$ cat src/rtl/arcade_ctrl_mux.sv
// Player-control front end for arcade cores: merges PS/2 keys and joystick words
// into registered active-low control bytes, with coin stretching and spinner emulation.
module arcade_ctrl_mux #(
    parameter int PLAYERS    = 2,
    parameter int DIAL_DIV   = 12000,
    parameter int COIN_PULSE = 120000
) (
    input  logic                   clk_sys,
    input  logic                   reset_n,
    input  logic [10:0]            ps2_key,
    input  logic [16*PLAYERS-1:0]  joy_in,
    input  logic                   share_joy,
    input  logic [PLAYERS-1:0]     dial_en,
    input  logic [PLAYERS-1:0]     dial_rev,
    output logic [8*PLAYERS-1:0]   ctl_n
);

    localparam int CW = (COIN_PULSE > 1) ? $clog2(COIN_PULSE) : 1;
    localparam int DW = $clog2(DIAL_DIV);

    localparam int KEY_P1_UP    = 0;
    localparam int KEY_P1_DOWN  = 1;
    localparam int KEY_P1_LEFT  = 2;
    localparam int KEY_P1_RIGHT = 3;
    localparam int KEY_P1_FIRE1 = 4;
    localparam int KEY_P1_FIRE2 = 5;
    localparam int KEY_START1   = 6;
    localparam int KEY_START2   = 7;
    localparam int KEY_COIN1    = 8;
    localparam int KEY_COIN2    = 9;
    localparam int KEY_P2_UP    = 10;
    localparam int KEY_P2_DOWN  = 11;
    localparam int KEY_P2_LEFT  = 12;
    localparam int KEY_P2_RIGHT = 13;
    localparam int KEY_P2_FIRE1 = 14;
    localparam int NUM_KEYS     = 15;

    logic                           toggleLast_q;
    logic [NUM_KEYS-1:0]            keys_q, keys_d;
    logic [PLAYERS-1:0][CW-1:0]     coinCnt_q, coinCnt_d;
    logic [PLAYERS-1:0]             coinRawLast_q;
    logic [PLAYERS-1:0][DW-1:0]     dialDiv_q, dialDiv_d;
    logic [PLAYERS-1:0][1:0]        phase_q, phase_d;
    logic [8*PLAYERS-1:0]           ctl_q, ctl_d;

    logic [15:0]                    joyOr;
    logic [PLAYERS-1:0][8:0]        srcJoy;
    logic [PLAYERS-1:0]             upRaw, downRaw, leftRaw, rightRaw;
    logic [PLAYERS-1:0]             fire1Raw, fire2Raw, startRaw, coinRaw;
    logic [PLAYERS-1:0]             coinRise, coinOn;
    logic                           unusedBits;

    function automatic logic [1:0] stepPhase(input logic [1:0] ph, input logic fwd);
        logic [1:0] nxt;
        nxt = 2'b11;
        if (fwd) begin
            case (ph)
                2'b11:   nxt = 2'b10;
                2'b10:   nxt = 2'b00;
                2'b00:   nxt = 2'b01;
                default: nxt = 2'b11;
            endcase
        end else begin
            case (ph)
                2'b11:   nxt = 2'b01;
                2'b01:   nxt = 2'b00;
                2'b00:   nxt = 2'b10;
                default: nxt = 2'b11;
            endcase
        end
        return nxt;
    endfunction

    // The toggle latch keeps tracking during reset so a toggle coinciding with reset is consumed.
    always_ff @(posedge clk_sys) begin
        toggleLast_q <= ps2_key[10];
    end

    always_comb begin
        keys_d = keys_q;
        if (toggleLast_q != ps2_key[10]) begin
            case (ps2_key[8:0])
                9'h175:         keys_d[KEY_P1_UP]    = ps2_key[9];
                9'h172:         keys_d[KEY_P1_DOWN]  = ps2_key[9];
                9'h16B:         keys_d[KEY_P1_LEFT]  = ps2_key[9];
                9'h174:         keys_d[KEY_P1_RIGHT] = ps2_key[9];
                9'h029:         keys_d[KEY_P1_FIRE1] = ps2_key[9];
                9'h014:         keys_d[KEY_P1_FIRE2] = ps2_key[9];
                9'h005, 9'h016: keys_d[KEY_START1]   = ps2_key[9];
                9'h006, 9'h01E: keys_d[KEY_START2]   = ps2_key[9];
                9'h02E:         keys_d[KEY_COIN1]    = ps2_key[9];
                9'h036:         keys_d[KEY_COIN2]    = ps2_key[9];
                9'h02D:         keys_d[KEY_P2_UP]    = ps2_key[9];
                9'h02B:         keys_d[KEY_P2_DOWN]  = ps2_key[9];
                9'h023:         keys_d[KEY_P2_LEFT]  = ps2_key[9];
                9'h034:         keys_d[KEY_P2_RIGHT] = ps2_key[9];
                9'h01C:         keys_d[KEY_P2_FIRE1] = ps2_key[9];
                default:        ;
            endcase
        end
    end

    always_comb begin
        joyOr      = '0;
        srcJoy     = '0;
        upRaw      = '0;
        downRaw    = '0;
        leftRaw    = '0;
        rightRaw   = '0;
        fire1Raw   = '0;
        fire2Raw   = '0;
        startRaw   = '0;
        coinRaw    = '0;
        unusedBits = 1'b0;
        for (int p = 0; p < PLAYERS; p++) begin
            joyOr = joyOr | joy_in[16*p +: 16];
        end
        unusedBits = ^joyOr[15:9];
        for (int p = 0; p < PLAYERS; p++) begin
            srcJoy[p]   = share_joy ? joyOr[8:0] : joy_in[16*p +: 9];
            unusedBits  = unusedBits ^ srcJoy[p][7] ^ srcJoy[p][6];
            rightRaw[p] = srcJoy[p][0];
            leftRaw[p]  = srcJoy[p][1];
            downRaw[p]  = srcJoy[p][2];
            upRaw[p]    = srcJoy[p][3];
            fire1Raw[p] = srcJoy[p][4];
            fire2Raw[p] = srcJoy[p][5];
            startRaw[p] = joy_in[16*p + 6];
            coinRaw[p]  = joy_in[16*p + 8];
            // Start buttons are global: any joystick may start player 1 or 2.
            if (p == 0) begin
                rightRaw[p] = rightRaw[p] | keys_q[KEY_P1_RIGHT];
                leftRaw[p]  = leftRaw[p]  | keys_q[KEY_P1_LEFT];
                downRaw[p]  = downRaw[p]  | keys_q[KEY_P1_DOWN];
                upRaw[p]    = upRaw[p]    | keys_q[KEY_P1_UP];
                fire1Raw[p] = fire1Raw[p] | keys_q[KEY_P1_FIRE1];
                fire2Raw[p] = fire2Raw[p] | keys_q[KEY_P1_FIRE2];
                startRaw[p] = keys_q[KEY_START1] | joyOr[6];
                coinRaw[p]  = keys_q[KEY_COIN1]  | srcJoy[p][8];
            end
            if (p == 1) begin
                rightRaw[p] = rightRaw[p] | keys_q[KEY_P2_RIGHT];
                leftRaw[p]  = leftRaw[p]  | keys_q[KEY_P2_LEFT];
                downRaw[p]  = downRaw[p]  | keys_q[KEY_P2_DOWN];
                upRaw[p]    = upRaw[p]    | keys_q[KEY_P2_UP];
                fire1Raw[p] = fire1Raw[p] | keys_q[KEY_P2_FIRE1];
                startRaw[p] = keys_q[KEY_START2] | joyOr[7];
                coinRaw[p]  = keys_q[KEY_COIN2]  | srcJoy[p][8];
            end
        end
    end

    always_comb begin
        coinCnt_d = coinCnt_q;
        dialDiv_d = '0;
        phase_d   = phase_q;
        coinRise  = '0;
        coinOn    = '0;
        ctl_d     = '1;
        for (int p = 0; p < PLAYERS; p++) begin
            // A rising edge only arms the stretcher once the previous stretch has fully expired.
            coinRise[p] = coinRaw[p] & ~coinRawLast_q[p];
            if (coinCnt_q[p] != '0) begin
                coinCnt_d[p] = coinCnt_q[p] - CW'(1);
            end else if (coinRise[p]) begin
                coinCnt_d[p] = CW'(COIN_PULSE - 1);
            end
            coinOn[p] = coinRaw[p] | (coinCnt_q[p] != '0);

            if (dial_en[p] && (upRaw[p] ^ downRaw[p])) begin
                if (dialDiv_q[p] == DW'(DIAL_DIV - 1)) begin
                    phase_d[p] = stepPhase(phase_q[p], upRaw[p] ^ dial_rev[p]);
                end else begin
                    dialDiv_d[p] = dialDiv_q[p] + DW'(1);
                end
            end

            ctl_d[8*p +: 8] = ~{fire1Raw[p], downRaw[p], upRaw[p], rightRaw[p],
                                leftRaw[p], startRaw[p], fire2Raw[p], coinOn[p]};
            if (dial_en[p]) begin
                ctl_d[8*p + 5 +: 2] = phase_d[p];
            end
        end
    end

    always_ff @(posedge clk_sys) begin
        if (!reset_n) begin
            keys_q        <= '0;
            coinCnt_q     <= '0;
            coinRawLast_q <= '0;
            dialDiv_q     <= '0;
            phase_q       <= '1;
            ctl_q         <= '1;
        end else begin
            keys_q        <= keys_d;
            coinCnt_q     <= coinCnt_d;
            coinRawLast_q <= coinRaw;
            dialDiv_q     <= dialDiv_d;
            phase_q       <= phase_d;
            ctl_q         <= ctl_d;
        end
    end

    assign ctl_n = ctl_q;

endmodule

$ cat config.mk
export PLATFORM = sky130hd
export DESIGN_NAME = arcade_ctrl_mux
export DESIGN_NICKNAME = d
export VERILOG_FILES = /design/src/rtl/arcade_ctrl_mux.sv
export SDC_FILE = /design/constraint.sdc
export NUM_CORES = 1
export LEC_CHECK = 0
export ABC_AREA = 1
export BUFFER_PORTS_ARGS = -buffer_cell sky130_fd_sc_hd__buf_4
export CAP_MARGIN = 20
export CORE_MARGIN = 5
export CORE_UTILIZATION = 42
export CTS_BUF_LIST = sky130_fd_sc_hd__clkbuf_4
export DETAILED_ROUTE_END_ITERATION = 10
export SLEW_MARGIN = 20
export SYNTH_ARGS = -nofsm -noshare
export SYNTH_HDL_FRONTEND = slang
export SYNTH_SLANG_ARGS = --single-unit
$ cat constraint.sdc
create_clock -name clk_sys -period 3.4 [get_ports clk_sys]
set_input_delay 0.17 -clock clk_sys [delete_from_list [all_inputs] [get_ports clk_sys]]
set_output_delay 0.17 -clock clk_sys [all_outputs]
set_load 0.02 [all_outputs]
==> reports/metrics.cfg <==
[floorplanning]
rows = 40
die_h_um = 122
initial_core_util = 0.432
dieArea_um2 = 14800
ios = 66
die_width_um = 122
core_area_um2 = 12100

[synth]
synth_area_um2 = 5240
synth_cells = 795
avgSynthCellArea_um2 = 6.59
synth_fp_nets = 851
synth_seq_area_share = 0.382
synth_ff_type = dfxtp_1
synth_cell_types = 39
synthArstFlopShare = 0
yosys_warnings = 0
synth_edf_count = 0
ys_ff_latch = 100

[global_route]
grtUsageTotal = 0.169
grt_max_degree = 44
gr-total-overflow = 0
grt_pass1_vias = 4701
grt_pass1_wl_um = 20400
grt_antenna_before_repair = 0

[placed_design]
port_buffers = 51
hpwl_um = 8920
place_ws_ns = 1.76
gp_congestion = 0.860
place_area_um2 = 5760

[sta]
setup_slack_ns = 1.17
tightest_slew_ns = 0.796
finalSetupViolCount = 0
fin_setup_tns_ns = 0
period_share = 0.656
rsz0062_at_grt = false
slew_viol_final = 0
relSlewSlack = 0.465
finClkSkew_ns = 0.0213
whs_ns = 0.0290
fin_crit_ns = 2.23
fmax_ghz = 0.448
finalHoldViolCount = 0

[routing]
first_pass_iters = 5
wl_per_cell_um = 11.6
totalWireLength_um = 12100
wl_met2_um = 5900
first_iter_violations = 308
topRoutingLayerUsed = met4
wl_met3_um = 544
vias = 5042
viasPerCell = 4.83
drcViolationCount = 0
ant_nets = 0
wl_met1_um = 5460

[clock_tree]
clkTransAtPathRegs_ns = 0.15
clk_latency_ns = 0.48
cts_tree = done
cts.sinks = 100
postCtsSetupBuffers = 0
clock_tree.root_cell = clkbuf_4
cts-htree-levels = 3
cts_made_buffers = 9
clock_path_buffers = 2

[worst_setup_path]
cp_common_cell = dlygate4sd3_1
r2r_cells = 7
timing.rr.end = keys_q[1]
slowest_delay_ns = 0.61
cp_max_fo = 4
cp_slowest_cell = dlygate4sd3_1
path_class = in -> reg
path_cells = dlygate4sd3_1 > buf_4 > nor4_1 > dlygate4sd3_1 > nand3_1 > dlygate4sd3_1 > a21oi_1
worst_ep_required_time_ns = 3.81
reg2reg_from = toggleLast_q
arrival_ns = 2.64
end_kind = flop
critPathLaunchType = input port
regToRegSetupSlack_ns = 1.63

[power]
swShare = 0.404
p_comb_frac = 0.425
power.leakage_nw = 2.80
p_sw_mw = 1.58
pwr-share-seq = 0.382
pwr-share-clk = 0.194
power.internal_mw = 2.33
ir_drop_uv = 481
powerDensity_nw_per_um2 = 631

[worst_hold_path]
hold_end = keys_q[14]
hp-class = in -> reg
min-delay-start = ps2_key[0]
hold_depth = 4

[run_status]
status = completed

[cells_and_area]
nNetsFinal = 927
layout-drive-gt1-share = 0.129
final_cell_area_um2 = 6190
area_delta_synth_final_pct = 18.3
antenna_cells = 0

[job]
maxCapViolCount = 0

Yosys cell counts, types with 3 or more instances:
cell type | count | share of area
nand2_2 | 4 | 0.0048
a31oi_1 | 4 | 0.0048
nor3_1 | 21 | 0.020
a21oi_1 | 21 | 0.020
or2_2 | 6 | 0.0072
buf_6 | 3 | 0.0064
nand2_1 | 212 | 0.15
buf_2 | 3 | 0.0029
nor2_1 | 132 | 0.095
nand3b_1 | 8 | 0.011
o21ai_0 | 22 | 0.021
ha_1 | 6 | 0.014
nand4_1 | 10 | 0.012
xnor2_1 | 4 | 0.0067
nor3_2 | 3 | 0.0057
nand3_1 | 77 | 0.074
dfxtp_1 | 100 | 0.38
nor2_2 | 15 | 0.018
inv_1 | 94 | 0.067
a21oi_2 | 6 | 0.010
nor2_4 | 4 | 0.0086
inv_2 | 4 | 0.0029
clkbuf_1 | 5 | 0.0036
xor2_1 | 12 | 0.020
stage by stage:
step                      power (mW)   util  std cells
final                           3.91  0.511       1043
after global routing            4.28  0.511       1043
after CTS                       3.93  0.511       1042
after detailed placement        3.15  0.476       1002
after global placement          3.10  0.476       1002
after floorplan                 2.80      -        795
area by class of cell:
class / count / area, µm²
clock buffers: 9 / 67.6
clock inverters: 6 / 104
fillers: 1246 / 5920
inverters: 98 / 368
multi-input cells: 584 / 2790
flip-flops and latches: 100 / 2000
well taps: 168 / 210
repair buffers: 78 / 651
how the worst max path moves through the flow:
stage	from	to	slack, ns	cells past startpoint
2_1_floorplan	dialDiv_q[0]	dialDiv_q[9]	2.03	9
3_3_place_gp	dialDiv_q[0]	dialDiv_q[13]	1.82	8
3_5_place_dp	dialDiv_q[0]	dialDiv_q[13]	1.76	8
4_1_cts	ps2_key[3]	keys_q[1]	1.27	7
5_1_grt	ps2_key[3]	keys_q[1]	1.07	7
6_report	ps2_key[3]	keys_q[1]	1.17	7
layer usage:
metal / global-route usage / vias up
li1: - / 2663
met1: 0.205 / 2262
met2: 0.293 / 101
met3: 0.0464 / 16
met4: 0.0469 / 0
met5: 0 / -
cells by family after synthesis:
group / synth area share
buf+inv: 0.0846
fa+ha+maj: 0.0143
xor+xnor: 0.0268
compound gates: 0.0643
simple gates: 0.428
flops: 0.382
layout by cell type, fill, tap and decap left out, drive strengths merged, types with 6 or more instances in the layout:
master,synthesis,routed
xor2,12,12
nand4,10,10
nor2,151,151
nand3,79,79
clkbuf,5,9
buf,8,52
nand2,217,217
dfxtp,100,100
ha,6,6
dlygate4sd3,0,26
o21ai,24,24
or2,6,6
a21oi,27,27
inv,98,98
nand3b,9,9
nor3,24,24
state kept, by name, indices dropped and copies added, names as in the netlist:
| signal | count |
|---|---|
| coinCnt_q | 34 |
| dialDiv_q | 28 |
| ctl_n | 16 |
| keys_q | 15 |
| phase_q | 4 |
| coinRawLast_q | 2 |
| toggleLast_q | 1 |
critical path, delay by kind of cell:
kind | cells | cell delay (ns)
AOI/OAI and AO/OA | 1 | 0.13
buffers and inverters | 4 | 1.90
and+or+nand+nor | 2 | 0.44
power by group through the flow:
| stage | combinational (mW) | clock, mW | sequential, mW |
|---|---|---|---|
| 2_1_floorplan | 1.31 | 0 | 1.49 |
| 3_3_place_gp | 1.59 | 0 | 1.51 |
| 3_5_place_dp | 1.63 | 0 | 1.51 |
| 4_1_cts | 1.66 | 0.783 | 1.49 |
| 5_1_grt | 1.92 | 0.839 | 1.52 |
| 6_report | 1.66 | 0.756 | 1.49 |
what timing repair did:
item | CTS | global route
resized for setup | 0 | 0
endpoints found under the hold margin | 18 | 1
hold buffers | 25 | 1
Note: power is estimated with default switching activity, not from simulation.
